[src/rtl/ibex_ex_issue_ctrl_if.sv]
// Issue / execute / writeback signal bundle for the EX issue controller.
// Latency: none, wires only.
// Backpressure: carries issue_ready_o and wb_ready_i handshakes between the decoder, EX blocks and writeback.
interface ibex_ex_issue_ctrl_if;
  logic              issue_valid_i;
  logic              issue_ready_o;
  logic [1:0]        issue_class_i;
  logic [4:0]        issue_rd_i;
  logic              flush_i;

  logic              ex_mult_en_o;
  logic              ex_div_en_o;
  logic              ex_mult_sel_o;
  logic              ex_div_sel_o;
  logic              ex_fp_sel_o;
  logic              ex_alu_first_cycle_o;
  logic              ex_valid_i;
  logic [31:0]       ex_result_i;

  logic [1:0]        imd_val_we_i;
  logic [1:0][33:0]  imd_val_d_i;
  logic [1:0][33:0]  imd_val_q_o;

  logic              multdiv_ready_id_o;
  logic              wb_valid_o;
  logic              wb_ready_i;
  logic [4:0]        wb_rd_o;
  logic [31:0]       wb_result_o;
  logic              busy_o;
  logic              timeout_o;

  // Environment side: decoder, execution blocks and writeback stage.
  modport master (
    output issue_valid_i, issue_class_i, issue_rd_i, flush_i,
    output ex_valid_i, ex_result_i, imd_val_we_i, imd_val_d_i, wb_ready_i,
    input  issue_ready_o, ex_mult_en_o, ex_div_en_o, ex_mult_sel_o, ex_div_sel_o,
    input  ex_fp_sel_o, ex_alu_first_cycle_o, imd_val_q_o, multdiv_ready_id_o,
    input  wb_valid_o, wb_rd_o, wb_result_o, busy_o, timeout_o
  );

  // Controller side.
  modport slave (
    input  issue_valid_i, issue_class_i, issue_rd_i, flush_i,
    input  ex_valid_i, ex_result_i, imd_val_we_i, imd_val_d_i, wb_ready_i,
    output issue_ready_o, ex_mult_en_o, ex_div_en_o, ex_mult_sel_o, ex_div_sel_o,
    output ex_fp_sel_o, ex_alu_first_cycle_o, imd_val_q_o, multdiv_ready_id_o,
    output wb_valid_o, wb_rd_o, wb_result_o, busy_o, timeout_o
  );
endinterface

[src/rtl/ibex_ex_issue_ctrl.sv]
// Single-instruction issue controller: steers ALU/MUL/DIV/FP, captures the result, holds it for writeback.
// Latency: issue accepted -> EXEC next cycle; ex_valid_i in EXEC -> wb_valid_o next cycle.
// Backpressure: result held in HOLD until wb_ready_i; a new issue may be accepted in that same handshake cycle.
module ibex_ex_issue_ctrl #(
  parameter int unsigned MaxExecCycles = 40
) (
  input logic               clk_i,
  input logic               rst_ni,
  ibex_ex_issue_ctrl_if.slave bus
);

  localparam logic [1:0] IDLE = 2'd0;
  localparam logic [1:0] EXEC = 2'd1;
  localparam logic [1:0] HOLD = 2'd2;

  localparam logic [1:0] ClsAlu = 2'b00;
  localparam logic [1:0] ClsMul = 2'b01;
  localparam logic [1:0] ClsDiv = 2'b10;
  localparam logic [1:0] ClsFp  = 2'b11;

  // Counter value seen in the last permitted EXEC cycle (first EXEC cycle sees 0).
  localparam logic [5:0] CntLast = 6'(MaxExecCycles - 1);

  logic [1:0]       state_q, state_d;
  logic [1:0]       cls_q;
  logic [4:0]       rd_q;
  logic [5:0]       cnt_q;
  logic [4:0]       wb_rd_q;
  logic [31:0]      wb_result_q;
  logic [1:0][33:0] imd_q;

  logic in_idle, in_exec, in_hold;
  logic issue_ready, issue_fire, ex_done, wd_hit;

  assign in_idle = (state_q == IDLE);
  assign in_exec = (state_q == EXEC);
  assign in_hold = (state_q == HOLD);

  // Flush masks every event so nothing is accepted, captured or timed out in that cycle.
  assign issue_ready = ~bus.flush_i & (in_idle | (in_hold & bus.wb_ready_i));
  assign issue_fire  = bus.issue_valid_i & issue_ready;
  assign ex_done     = in_exec & bus.ex_valid_i & ~bus.flush_i;
  assign wd_hit      = in_exec & ~bus.ex_valid_i & ~bus.flush_i & (cnt_q == CntLast);

  // Next-state selection; flush beats everything, ex_valid_i beats the watchdog.
  always_comb begin
    state_d = state_q;
    if (bus.flush_i) begin
      state_d = IDLE;
    end else begin
      case (state_q)
        IDLE: if (issue_fire) state_d = EXEC;
        EXEC: begin
          if (bus.ex_valid_i)  state_d = HOLD;
          else if (wd_hit)     state_d = IDLE;
        end
        HOLD: if (bus.wb_ready_i) state_d = issue_fire ? EXEC : IDLE;
        default: state_d = IDLE;
      endcase
    end
  end

  // State register.
  always_ff @(posedge clk_i or negedge rst_ni) begin
    if (!rst_ni) state_q <= IDLE;
    else         state_q <= state_d;
  end

  // Latch class/rd of an accepted instruction and restart the EXEC cycle counter.
  always_ff @(posedge clk_i or negedge rst_ni) begin
    if (!rst_ni) begin
      cls_q <= ClsAlu;
      rd_q  <= 5'd0;
      cnt_q <= 6'd0;
    end else if (issue_fire) begin
      cls_q <= bus.issue_class_i;
      rd_q  <= bus.issue_rd_i;
      cnt_q <= 6'd0;
    end else if (in_exec && !bus.flush_i) begin
      cnt_q <= cnt_q + 6'd1;
    end
  end

  // Capture the result for writeback; held untouched through HOLD.
  always_ff @(posedge clk_i or negedge rst_ni) begin
    if (!rst_ni) begin
      wb_rd_q     <= 5'd0;
      wb_result_q <= 32'd0;
    end else if (ex_done) begin
      wb_rd_q     <= rd_q;
      wb_result_q <= bus.ex_result_i;
    end
  end

  // Intermediate value registers: written only during a live EXEC cycle, cleared only by reset.
  always_ff @(posedge clk_i or negedge rst_ni) begin
    if (!rst_ni) begin
      imd_q <= '0;
    end else begin
      for (int k = 0; k < 2; k++) begin
        if (in_exec && !bus.flush_i && bus.imd_val_we_i[k]) imd_q[k] <= bus.imd_val_d_i[k];
      end
    end
  end

  assign bus.issue_ready_o        = issue_ready;
  assign bus.ex_mult_sel_o        = in_exec & (cls_q == ClsMul);
  assign bus.ex_div_sel_o         = in_exec & (cls_q == ClsDiv);
  assign bus.ex_fp_sel_o          = in_exec & (cls_q == ClsFp);
  assign bus.ex_mult_en_o         = in_exec & (cls_q == ClsMul) & ~bus.ex_valid_i;
  assign bus.ex_div_en_o          = in_exec & (cls_q == ClsDiv) & ~bus.ex_valid_i;
  assign bus.ex_alu_first_cycle_o = in_exec & (cnt_q == 6'd0);
  assign bus.multdiv_ready_id_o   = ex_done;
  assign bus.wb_valid_o           = in_hold;
  assign bus.wb_rd_o              = wb_rd_q;
  assign bus.wb_result_o          = wb_result_q;
  assign bus.imd_val_q_o          = imd_q;
  assign bus.busy_o               = ~in_idle;
  assign bus.timeout_o            = wd_hit;

endmodule

[src/flat_wrapper.sv]
// flat-port wrapper written by rule: the top's interface ports become plain ports
module ibex_ex_issue_ctrl_flat 
#(
  parameter int unsigned MaxExecCycles = 40
)
  (clk_i, rst_ni, bus_issue_valid_i, bus_issue_class_i, bus_issue_rd_i, bus_flush_i, bus_ex_valid_i, bus_ex_result_i, bus_imd_val_we_i, bus_imd_val_d_i, bus_wb_ready_i, bus_issue_ready_o, bus_ex_mult_en_o, bus_ex_div_en_o, bus_ex_mult_sel_o, bus_ex_div_sel_o, bus_ex_fp_sel_o, bus_ex_alu_first_cycle_o, bus_imd_val_q_o, bus_multdiv_ready_id_o, bus_wb_valid_o, bus_wb_rd_o, bus_wb_result_o, bus_busy_o, bus_timeout_o);
  ibex_ex_issue_ctrl_if bus_i ();
  input logic clk_i;
  input logic rst_ni;
  input wire logic [$bits(bus_i.issue_valid_i)-1:0] bus_issue_valid_i;
  input wire logic [$bits(bus_i.issue_class_i)-1:0] bus_issue_class_i;
  input wire logic [$bits(bus_i.issue_rd_i)-1:0] bus_issue_rd_i;
  input wire logic [$bits(bus_i.flush_i)-1:0] bus_flush_i;
  input wire logic [$bits(bus_i.ex_valid_i)-1:0] bus_ex_valid_i;
  input wire logic [$bits(bus_i.ex_result_i)-1:0] bus_ex_result_i;
  input wire logic [$bits(bus_i.imd_val_we_i)-1:0] bus_imd_val_we_i;
  input wire logic [$bits(bus_i.imd_val_d_i)-1:0] bus_imd_val_d_i;
  input wire logic [$bits(bus_i.wb_ready_i)-1:0] bus_wb_ready_i;
  output wire logic [$bits(bus_i.issue_ready_o)-1:0] bus_issue_ready_o;
  output wire logic [$bits(bus_i.ex_mult_en_o)-1:0] bus_ex_mult_en_o;
  output wire logic [$bits(bus_i.ex_div_en_o)-1:0] bus_ex_div_en_o;
  output wire logic [$bits(bus_i.ex_mult_sel_o)-1:0] bus_ex_mult_sel_o;
  output wire logic [$bits(bus_i.ex_div_sel_o)-1:0] bus_ex_div_sel_o;
  output wire logic [$bits(bus_i.ex_fp_sel_o)-1:0] bus_ex_fp_sel_o;
  output wire logic [$bits(bus_i.ex_alu_first_cycle_o)-1:0] bus_ex_alu_first_cycle_o;
  output wire logic [$bits(bus_i.imd_val_q_o)-1:0] bus_imd_val_q_o;
  output wire logic [$bits(bus_i.multdiv_ready_id_o)-1:0] bus_multdiv_ready_id_o;
  output wire logic [$bits(bus_i.wb_valid_o)-1:0] bus_wb_valid_o;
  output wire logic [$bits(bus_i.wb_rd_o)-1:0] bus_wb_rd_o;
  output wire logic [$bits(bus_i.wb_result_o)-1:0] bus_wb_result_o;
  output wire logic [$bits(bus_i.busy_o)-1:0] bus_busy_o;
  output wire logic [$bits(bus_i.timeout_o)-1:0] bus_timeout_o;
  assign bus_i.issue_valid_i = bus_issue_valid_i;
  assign bus_i.issue_class_i = bus_issue_class_i;
  assign bus_i.issue_rd_i = bus_issue_rd_i;
  assign bus_i.flush_i = bus_flush_i;
  assign bus_i.ex_valid_i = bus_ex_valid_i;
  assign bus_i.ex_result_i = bus_ex_result_i;
  assign bus_i.imd_val_we_i = bus_imd_val_we_i;
  assign bus_i.imd_val_d_i = bus_imd_val_d_i;
  assign bus_i.wb_ready_i = bus_wb_ready_i;
  assign bus_issue_ready_o = bus_i.issue_ready_o;
  assign bus_ex_mult_en_o = bus_i.ex_mult_en_o;
  assign bus_ex_div_en_o = bus_i.ex_div_en_o;
  assign bus_ex_mult_sel_o = bus_i.ex_mult_sel_o;
  assign bus_ex_div_sel_o = bus_i.ex_div_sel_o;
  assign bus_ex_fp_sel_o = bus_i.ex_fp_sel_o;
  assign bus_ex_alu_first_cycle_o = bus_i.ex_alu_first_cycle_o;
  assign bus_imd_val_q_o = bus_i.imd_val_q_o;
  assign bus_multdiv_ready_id_o = bus_i.multdiv_ready_id_o;
  assign bus_wb_valid_o = bus_i.wb_valid_o;
  assign bus_wb_rd_o = bus_i.wb_rd_o;
  assign bus_wb_result_o = bus_i.wb_result_o;
  assign bus_busy_o = bus_i.busy_o;
  assign bus_timeout_o = bus_i.timeout_o;
  ibex_ex_issue_ctrl #(.MaxExecCycles(MaxExecCycles)) u_core (.clk_i(clk_i), .rst_ni(rst_ni), .bus(bus_i));
endmodule
[config.mk]
export PLATFORM = sky130hd
export DESIGN_NAME = ibex_ex_issue_ctrl_flat
export DESIGN_NICKNAME = d
export VERILOG_FILES = /design/src/rtl/ibex_ex_issue_ctrl_if.sv /design/src/rtl/ibex_ex_issue_ctrl.sv /design/src/flat_wrapper.sv
export SDC_FILE = /design/constraint.sdc
export NUM_CORES = 1
export LEC_CHECK = 0
export CORE_ASPECT_RATIO = 0.75
export CORE_MARGIN = 1
export CORE_UTILIZATION = 44
export CTS_CLUSTER_SIZE = 24
export DETAILED_ROUTE_END_ITERATION = 10
export GPL_TIMING_DRIVEN = 0
export HOLD_SLACK_MARGIN = 0.12
export MAX_ROUTING_LAYER = met4
export PLACE_DENSITY = 0.86
export SLEW_MARGIN = 20
export SYNTH_ARGS = -nofsm -noshare
export SYNTH_HDL_FRONTEND = slang
export SYNTH_SLANG_ARGS = --single-unit
[constraint.sdc]
create_clock -name clk_i -period 4.3 [get_ports clk_i]
set_input_delay 0.86 -clock clk_i [delete_from_list [all_inputs] [get_ports clk_i]]
set_output_delay 0.86 -clock clk_i [all_outputs]
set_load 0.01 [all_outputs]
==> metrics.log, run 1 <==
INFO  metric power.ir.vdd_worst = ~330 uV
INFO  metric p_clk_share = between 30 and 40%
INFO  metric synth_sequential_area_ratio = approximately 62%
INFO  metric dp.final_hpwl = 8850 um
INFO  metric instances_no_fill = 700
INFO  metric cts_max_path_buffers = 2
INFO  metric seq_power_share = 36.8%
INFO  metric arrival = about 3.0 ns
INFO  metric setup_repair_after_global_routing_missed_its_margin = no
INFO  metric power_switching_share = a little over a quarter
INFO  metric dpl.cell_count = approximately 670
INFO  metric switchingPower = between 0.001 and 0.0015 W
INFO  metric critical_setup_path_class = input port to output pin
INFO  metric dp_slack = approximately 0.49 ns
INFO  metric final_nets = between 600 and 700
INFO  metric outcome = finished clean
INFO  metric area_growth_syn_to_layout = 64.7%
INFO  metric port_buffers = 230
INFO  metric finalClockSkew = 0.00659 ns
INFO  metric dpl_cell_area = roughly 7300 um^2
INFO  metric clockRootBuffer = clkbuf_16
INFO  metric rows = 32
INFO  metric tightestPinTransition = around 0.63 ns
INFO  metric critical_path.startpoint_type = input port
INFO  metric dieHeight = a little over 90 um
INFO  metric synth_top_cell_by_area = dfrtp_1
INFO  metric drtIter0Drc = between 100 and 150
INFO  metric timing.critical_path.fanout_max = 10
INFO  metric groute.usage.overall = 23.3%
INFO  metric internal_power = between 0.003 and 0.004 W
INFO  metric htree_num_levels = 4
INFO  metric die_w = 123 um
INFO  metric top_level_ports = between 200 and 250
INFO  metric synth_seq_cells = between 100 and 150
INFO  metric cts-buffers-inserted = 17
INFO  metric grt_remaining_overflow = 0
INFO  metric yosys_warnings = 0
INFO  metric cts_tree = done
INFO  metric n_antenna_cell = 0
INFO  metric drt-wirelength-per-cell = 17.4 um
INFO  metric period_minus_slack = around 3.8 ns
INFO  metric syn_area_per_cell = around 16 um^2
INFO  metric achievable_clock_frequency = approximately 260 MHz
INFO  metric floorplan.die_area = between 10000 and 15000 um^2
INFO  metric clock_latency = slightly above 0.4 ns
INFO  metric final_hold_viol_count = 0
INFO  metric worst_hold_path_type = input port to asynchronous set/reset pin
INFO  metric final_design_instance_area_without_fill = ~7900 um^2
INFO  metric final-setup-viol-count = 0
INFO  metric initial_utilization = between 40 and 50%
INFO  metric post_cts.repair.setup_buffers = 0
INFO  metric synth_largest_type_area_fraction = a little over three fifths
INFO  metric synth_fp_nets = 418
INFO  metric postSynthCellCount = ~300
INFO  metric post_route_cells_drive_above_1_share = approximately 28%
INFO  metric final_antenna_net_count = 0
INFO  metric count_of_unresolved_drc_violations_after_routing = 0
INFO  metric first_global_vias = 3815
INFO  metric detailroute.via_count = about 3400
INFO  metric slew_headroom = between 50% and 60%
INFO  metric avgViaCountPerCell = between 4 and 5
INFO  metric crit_path_end_kind = output pin
INFO  metric fp.coreArea = 10500 um^2
INFO  metric postCtsResizedCells = 0
INFO  metric share_comb_of_total_power = a little under a third
INFO  metric grt_pass1_wl = about 19000 um
INFO  metric report.final.slew_viol_count = 0
INFO  metric final.setup.worst_slack = 0.486 ns
INFO  metric synthesis.area = between 4000 and 5000 um^2
INFO  metric power.leakage = roughly 3.3 nW
INFO  metric worstPathRequired = 3.44 ns
INFO  metric post_synth_main_area_contributors = dfrtp_1 62%, mux2_2 21%, mux2_4 5.9%, buf_4 1.2%, mux2_1 1.2%
INFO  metric finalWeightedCongestion = 0.785
INFO  metric antenna_found_initial = 0
INFO  metric drt-pass1-iter-count = 4
INFO  metric clkTransAtPathRegs = about 0.060 ns
INFO  metric route.final.wire_length = between 10000 and 15000 um
INFO  metric ys_types = 33
INFO  metric cts_sinks = 120
INFO  metric final_min_period_over_clock_period = 88.7%
INFO  metric p_per_area = between 500 and 600 nW/um^2
INFO  metric cts_hold_buf = 0
INFO  metric grt_start_max_net_pins = 64
INFO  metric max-cap-violations = 0
## worst max-delay path, stage by stage
cell and delay (ns):
clkdlybuf4s50_1 0.53, or3b_1 0.42, buf_4 0.19, nor2_8 0.09, buf_8 0.16, buf_12 0.16
clkdlybuf4s50_1 0.53
## layout by cell type (no fill, tap or decap), types with 4 or more instances in the layout
master	instances
mux2_1	5
mux2_4	19
nor2_1	4
dfrtp_1	120
mux2_2	88
a21oi_1	6
buf_4	8
nand2_1	5
clkdlybuf4s50_1	229
clkinvlp_4	4
clkbuf_16	17
inv_1	5
## worst paths after layout
check	startpoint	end	slack, ns	cells after the start
max in group asynchronous	rst_ni	u_core.bus.imd_val_q_o[42]	3.21	2
min in group clk_i	u_core.bus.imd_val_q_o[31]	u_core.bus.imd_val_q_o[31]	0.49	1
setup / recovery	bus_flush_i	bus_multdiv_ready_id_o	0.49	7
hold / removal	rst_ni	u_core.bus.imd_val_q_o[6]	0.41	1
hold reg to reg	u_core.bus.imd_val_q_o[31]	u_core.bus.imd_val_q_o[31]	0.49	1
setup reg to reg	u_core.state_q[1]	u_core.rd_q[1]	2.29	4
## cells in the mapped netlist (all sizes together)
| cell | number |
|---|---|
| or3 | 3 |
| o31ai | 1 |
| or4 | 1 |
| ha | 2 |
| buf | 14 |
| nand4 | 2 |
| nor3b | 2 |
| nand2b | 2 |
| nor2b | 3 |
| a31o | 1 |
| nand3 | 2 |
| or2 | 1 |
| and2 | 3 |
| mux2 | 112 |
| and3 | 1 |
| dfrtp | 120 |
| o21ai | 3 |
| inv | 5 |
| nor4b | 1 |
| or3b | 1 |
| a22oi | 1 |
| nor2 | 5 |
| nor3 | 3 |
| nand2 | 5 |
| and4 | 1 |
| a21oi | 6 |
## power by group through the flow
stage	Sequential (W)	Clock, W	Combinational, W
floorplan	0.00179	0	0.000364
global placement	0.00163	0	0.00135
detailed placement	0.00166	0	0.00138
CTS	0.00165	0.00148	0.00139
global route	0.00168	0.00153	0.00146
finish	0.00164	0.00145	0.00137
## layout make-up
class                   instances  area (um^2)
clock inverters                14          174
clock buffers                  18          439
inverters                       5         18.8
well taps                     136          170
repair buffers                231         2330
plain buffers                  14          130
multi-input cells             162         1660
fillers                       644         2520
flip-flops and latches        120         3000
## stage by stage
step	utilization, %	TNS [ns]	total power, W	hold slack [ns]
after global routing	75.8	0	0.00467	0.443
final	75.8	0	0.00446	0.410
after global placement	69.7	-247.81	0.00298	0.465
after detailed placement	70.0	0	0.00303	0.478
after CTS	75.8	0	0.00451	0.427
after floorplan	-	0	0.00215	0.475
## sequential cells by signal (all words and copies together), names as in the netlist
| register | cells |
|---|---|
| u_core.cls_q | 2 |
| u_core.cnt_q | 6 |
| u_core.bus.imd_val_q_o | 68 |
| u_core.rd_q | 5 |
| u_core.state_q | 2 |
| u_core.bus.wb_result_o | 32 |
| u_core.bus.wb_rd_o | 5 |
## layer usage
metal  share of wire, %  up-vias  wire length (um)  global-route usage (%)
met5                  0        -                 0                       -
met4                2.1        0               255                    10.6
met3                9.4       19              1150                    8.68
met2                 49      160              6020                    37.8
met1                 39     1667              4740                    25.4
li1                   -     1563                 -                       -
## kinds of logic (layout without fill, tap and decap cells)
| group | Yosys count | count (layout) | share of synthesized area, % |
|---|---|---|---|
| muxes | 112 | 112 | 27.7 |
| AOI/OAI and AO/OA | 12 | 12 | 1.43 |
| DFF | 120 | 120 | 62.4 |
| adders and majority gates | 2 | 2 | 0.520 |
| and+or+nand+nor | 36 | 36 | 4.84 |
| buffers and inverters | 19 | 282 | 3.09 |
Power figures use the tool's default switching activity.
==> run 2, diff against run 1 <==
CAP_MARGIN = 30   (was unset)
CORE_UTILIZATION = 37   (was 44)
CTS_BUF_LIST = sky130_fd_sc_hd__clkbuf_16   (was unset)
PLACE_DENSITY = 0.77   (was 0.86)
clock period = 3.4 ns   (was 4.3 ns; I/O delays follow)
==> run 2 against run 1 <==
Worst setup slack got worse by 0.28 ns. Clock power increased by 24%. Via count increased by 0.59%. Core utilization decreased by 12 points. Critical path type unchanged. Critical endpoint unchanged. Largest cell class unchanged.
==> metrics.log, run 2 (same netlist as run 1, synthesis figures left out) <==
INFO  metric outcome = finished clean
INFO  metric internal_power = 0.00415 W (+26%)
INFO  metric final_antenna_net_count = 0 (unchanged)
INFO  metric fp.coreArea = 12500 um^2 (+19%)
INFO  metric worstPathRequired = 2.72 ns (-0.72 ns)
INFO  metric mostFrequentLayoutCell = clkdlybuf4s50_1
INFO  metric floorplan.die_area = 13500 um^2 (+19%)
INFO  metric power.ir.vdd_worst = 365 uV (+10%)
INFO  metric area_growth_syn_to_layout = 65.3%
INFO  metric detailroute.via_count = 3429 (+0.59%)
INFO  metric final_nets = 668 (unchanged)
INFO  metric grt_start_max_net_pins = 63 (-1.6%)
INFO  metric final_hold_viol_count = 0 (unchanged)
INFO  metric achievable_clock_frequency = 313 MHz
INFO  metric clock_latency = 0.41 ns (about the same)
INFO  metric rows = 35 (+9.4%)
INFO  metric power_switching_share = 26.1% (-0.067 points)
INFO  metric seq_power_share = 37.1% (+0.3 points)
INFO  metric largest_register_ff_count = 68 (unchanged)
INFO  metric top_level_ports = 231 (unchanged)
INFO  metric final_cell_mix = 228 x clkdlybuf4s50_1, 120 x dfrtp_1, 88 x mux2_2, 19 x mux2_4, 17 x clkbuf_16
INFO  metric port_buffers = 230 (unchanged)
INFO  metric finalClockSkew = 0.0115 ns (+0.00489 ns)
INFO  metric timing.critical_path.fanout_max = 10 (unchanged)
INFO  metric slew_headroom = 59.3% (+1.4 points)
INFO  metric highest_signal_layer = met4
INFO  metric die_w = 134 um (+8.9%)
INFO  metric cts_sinks = 120 (unchanged)
INFO  metric groute.usage.overall = 19.0% (-4.2 points)
INFO  metric critical_setup_path_class = input port to output pin
INFO  metric count_of_unresolved_drc_violations_after_routing = 0 (unchanged)
INFO  metric max-cap-violations = 0 (unchanged)
INFO  metric final-setup-viol-count = 0 (unchanged)
INFO  metric arrival = 2.51 ns (-0.44 ns)
INFO  metric initial_utilization = 38.5% (-7.5 points)
INFO  metric timing.critical_path.slowest_cell_delay = 0.53 ns (about the same)
INFO  metric final_min_period_over_clock_period = a little over nine tenths
INFO  metric final_core_util = 63.7% (-12 points)
INFO  metric n_antenna_cell = 0 (unchanged)
INFO  metric first_global_vias = 3708 (-2.8%)
INFO  metric crit_chain = dlygate4sd2_1 -> or3b_1 -> buf_4 -> nor2_8 -> buf_8 -> buf_12 -> clkdlybuf4s50_1
INFO  metric post_route_cells_drive_above_1_share = 27.8% (-0.53 points)
INFO  metric period_minus_slack = between 3 and 4 ns
INFO  metric power.leakage = 3.34 nW (about the same)
INFO  metric htree_num_levels = 4 (unchanged)
INFO  metric drtIter0Drc = 65 (-54%)
INFO  metric detailroute.wirelength.met3 = 925 um (-19%)
INFO  metric drt-wirelength-per-cell = 16.1 um (-7.3%)
INFO  metric setup_repair_after_global_routing_missed_its_margin = no
INFO  metric grt_pass1_wl = 18800 um (-0.48%)
INFO  metric p_per_area = 705 nW/um^2 (+25%)
INFO  metric dp.final_hpwl = 8670 um (-2.1%)
INFO  metric wl_met2 = 5680 um (-5.6%)
INFO  metric slowest_stage = clkdlybuf4s50_1
INFO  metric drt-pass1-iter-count = 4 (unchanged)
INFO  metric dieHeight = 101 um (+8.9%)
INFO  metric avgViaCountPerCell = 4.70 (-3.5%)
INFO  metric cts_max_path_buffers = 2 (unchanged)
INFO  metric grt_remaining_overflow = 0 (unchanged)
INFO  metric p_clk_share = 32.1% (-0.3 points)
INFO  metric total_negative_slack = 0 ns (unchanged)
INFO  metric route.final.wire_length = 11800 um (-3.3%)
INFO  metric antenna_found_initial = 0 (unchanged)
INFO  metric tightestPinTransition = 0.609 ns (-0.0205 ns)
INFO  metric clkTransAtPathRegs = 0.05 ns (about the same)
INFO  metric report.final.slew_viol_count = 0 (unchanged)
INFO  metric clockRootBuffer = clkbuf_16
INFO  metric switchingPower = 0.00146 W (+25%)
INFO  metric share_comb_of_total_power = 30.8% (about the same)
INFO  metric reg2reg_slack = 1.42 ns (-0.87 ns)
INFO  metric finalWeightedCongestion = 0.745 (-5.1%)
INFO  metric cts_tree = done
INFO  metric crit_path_end_kind = output pin
INFO  metric worst_hold_path_type = input port to asynchronous set/reset pin
INFO  metric detail_route.wirelength.met1 = 4960 um (+4.6%)
INFO  metric critical_path.startpoint_type = input port
INFO  metric cts-buffers-inserted = 17 (unchanged)
[run 2: cell types whose count changed in the layout (fill, tap and decap cells not counted), sizes merged]
| cell | change |
|---|---|
| clkbuf | -1 |
| dlygate4sd2 | +1 |
| inv | +2 |
| clkinvlp | -1 |
| clkdlybuf4s50 | -1 |
[run 2: through the flow]
step | worst slack, ns | total power (W) | instances | hold slack [ns] | area [um^2]
floorplan | 1.14 | 0.00272 | 301 | 0.384 | 4810
global placement | -2.78 | 0.00378 | 697 | 0.469 | 7320
detailed placement | -0.0380 | 0.00384 | 698 | 0.482 | 7350
CTS | 0.201 | 0.00569 | 730 | 0.253 | 7950
global route | 0.149 | 0.00587 | 730 | 0.273 | 7950
finish | 0.208 | 0.00561 | 730 | 0.236 | 7950
[run 2: path summary, 6_finish.rpt]
check                                           startpoint                         end  cells past startpoint
worst min-delay path                                rst_ni  u_core.bus.imd_val_q_o[66]                      1
min in group clk_i              u_core.bus.imd_val_q_o[42]  u_core.bus.imd_val_q_o[42]                      1
worst max register to register           u_core.state_q[1]              u_core.rd_q[1]                      4
worst min register to register  u_core.bus.imd_val_q_o[42]  u_core.bus.imd_val_q_o[42]                      1
worst max-delay path                           bus_flush_i      bus_multdiv_ready_id_o                      7
max in group asynchronous                           rst_ni   u_core.bus.wb_result_o[8]                      2
[run 2: final cells by class]
type                       count  area, um^2
fill                         947        4530
sequential                   120        3000
timing repair buffer         231        2330
multi-input combinational    162        1660
clock buffer                  17         425
tap                          166         208
clock inverter                15         176
buffer                        14         130
inverter                       5        18.8
[run 2: critical path: cells and delay by family]
family                 cells  cell delay, ns
buffers and inverters      5            1.34
AND/OR/NAND/NOR            2            0.48
[run 2: routing by layer]
| layer | track usage (%) | vias to the layer above |
|---|---|---|
| met2 | 30.3 | 159 |
| met3 | 6.28 | 18 |
| met1 | 22.5 | 1685 |
| met5 | - | - |
| li1 | - | 1567 |
| met4 | 7.26 | 0 |
[run 2: repair_timing]
action	in CTS	in global routing
buffers inserted	0	0
setup endpoints to repair	1	0
hold buffers	0	0
gates resized for setup	1	0
[run 2: power by group through the flow]
stage                     Sequential (W)  Clock (W)  Combinational [W]
after floorplan                  0.00226          0           0.000460
after global placement           0.00207          0            0.00171
after detailed placement         0.00210          0            0.00174
after CTS                        0.00208    0.00185            0.00175
after global routing             0.00213    0.00191            0.00184
final                            0.00208    0.00180            0.00173
==> run 3, diff against run 2 <==
TNS_END_PERCENT = 20   (was unset)
==> results of run 3 <==
No change in the layout: final DEF, timing and power equal those of run 2.
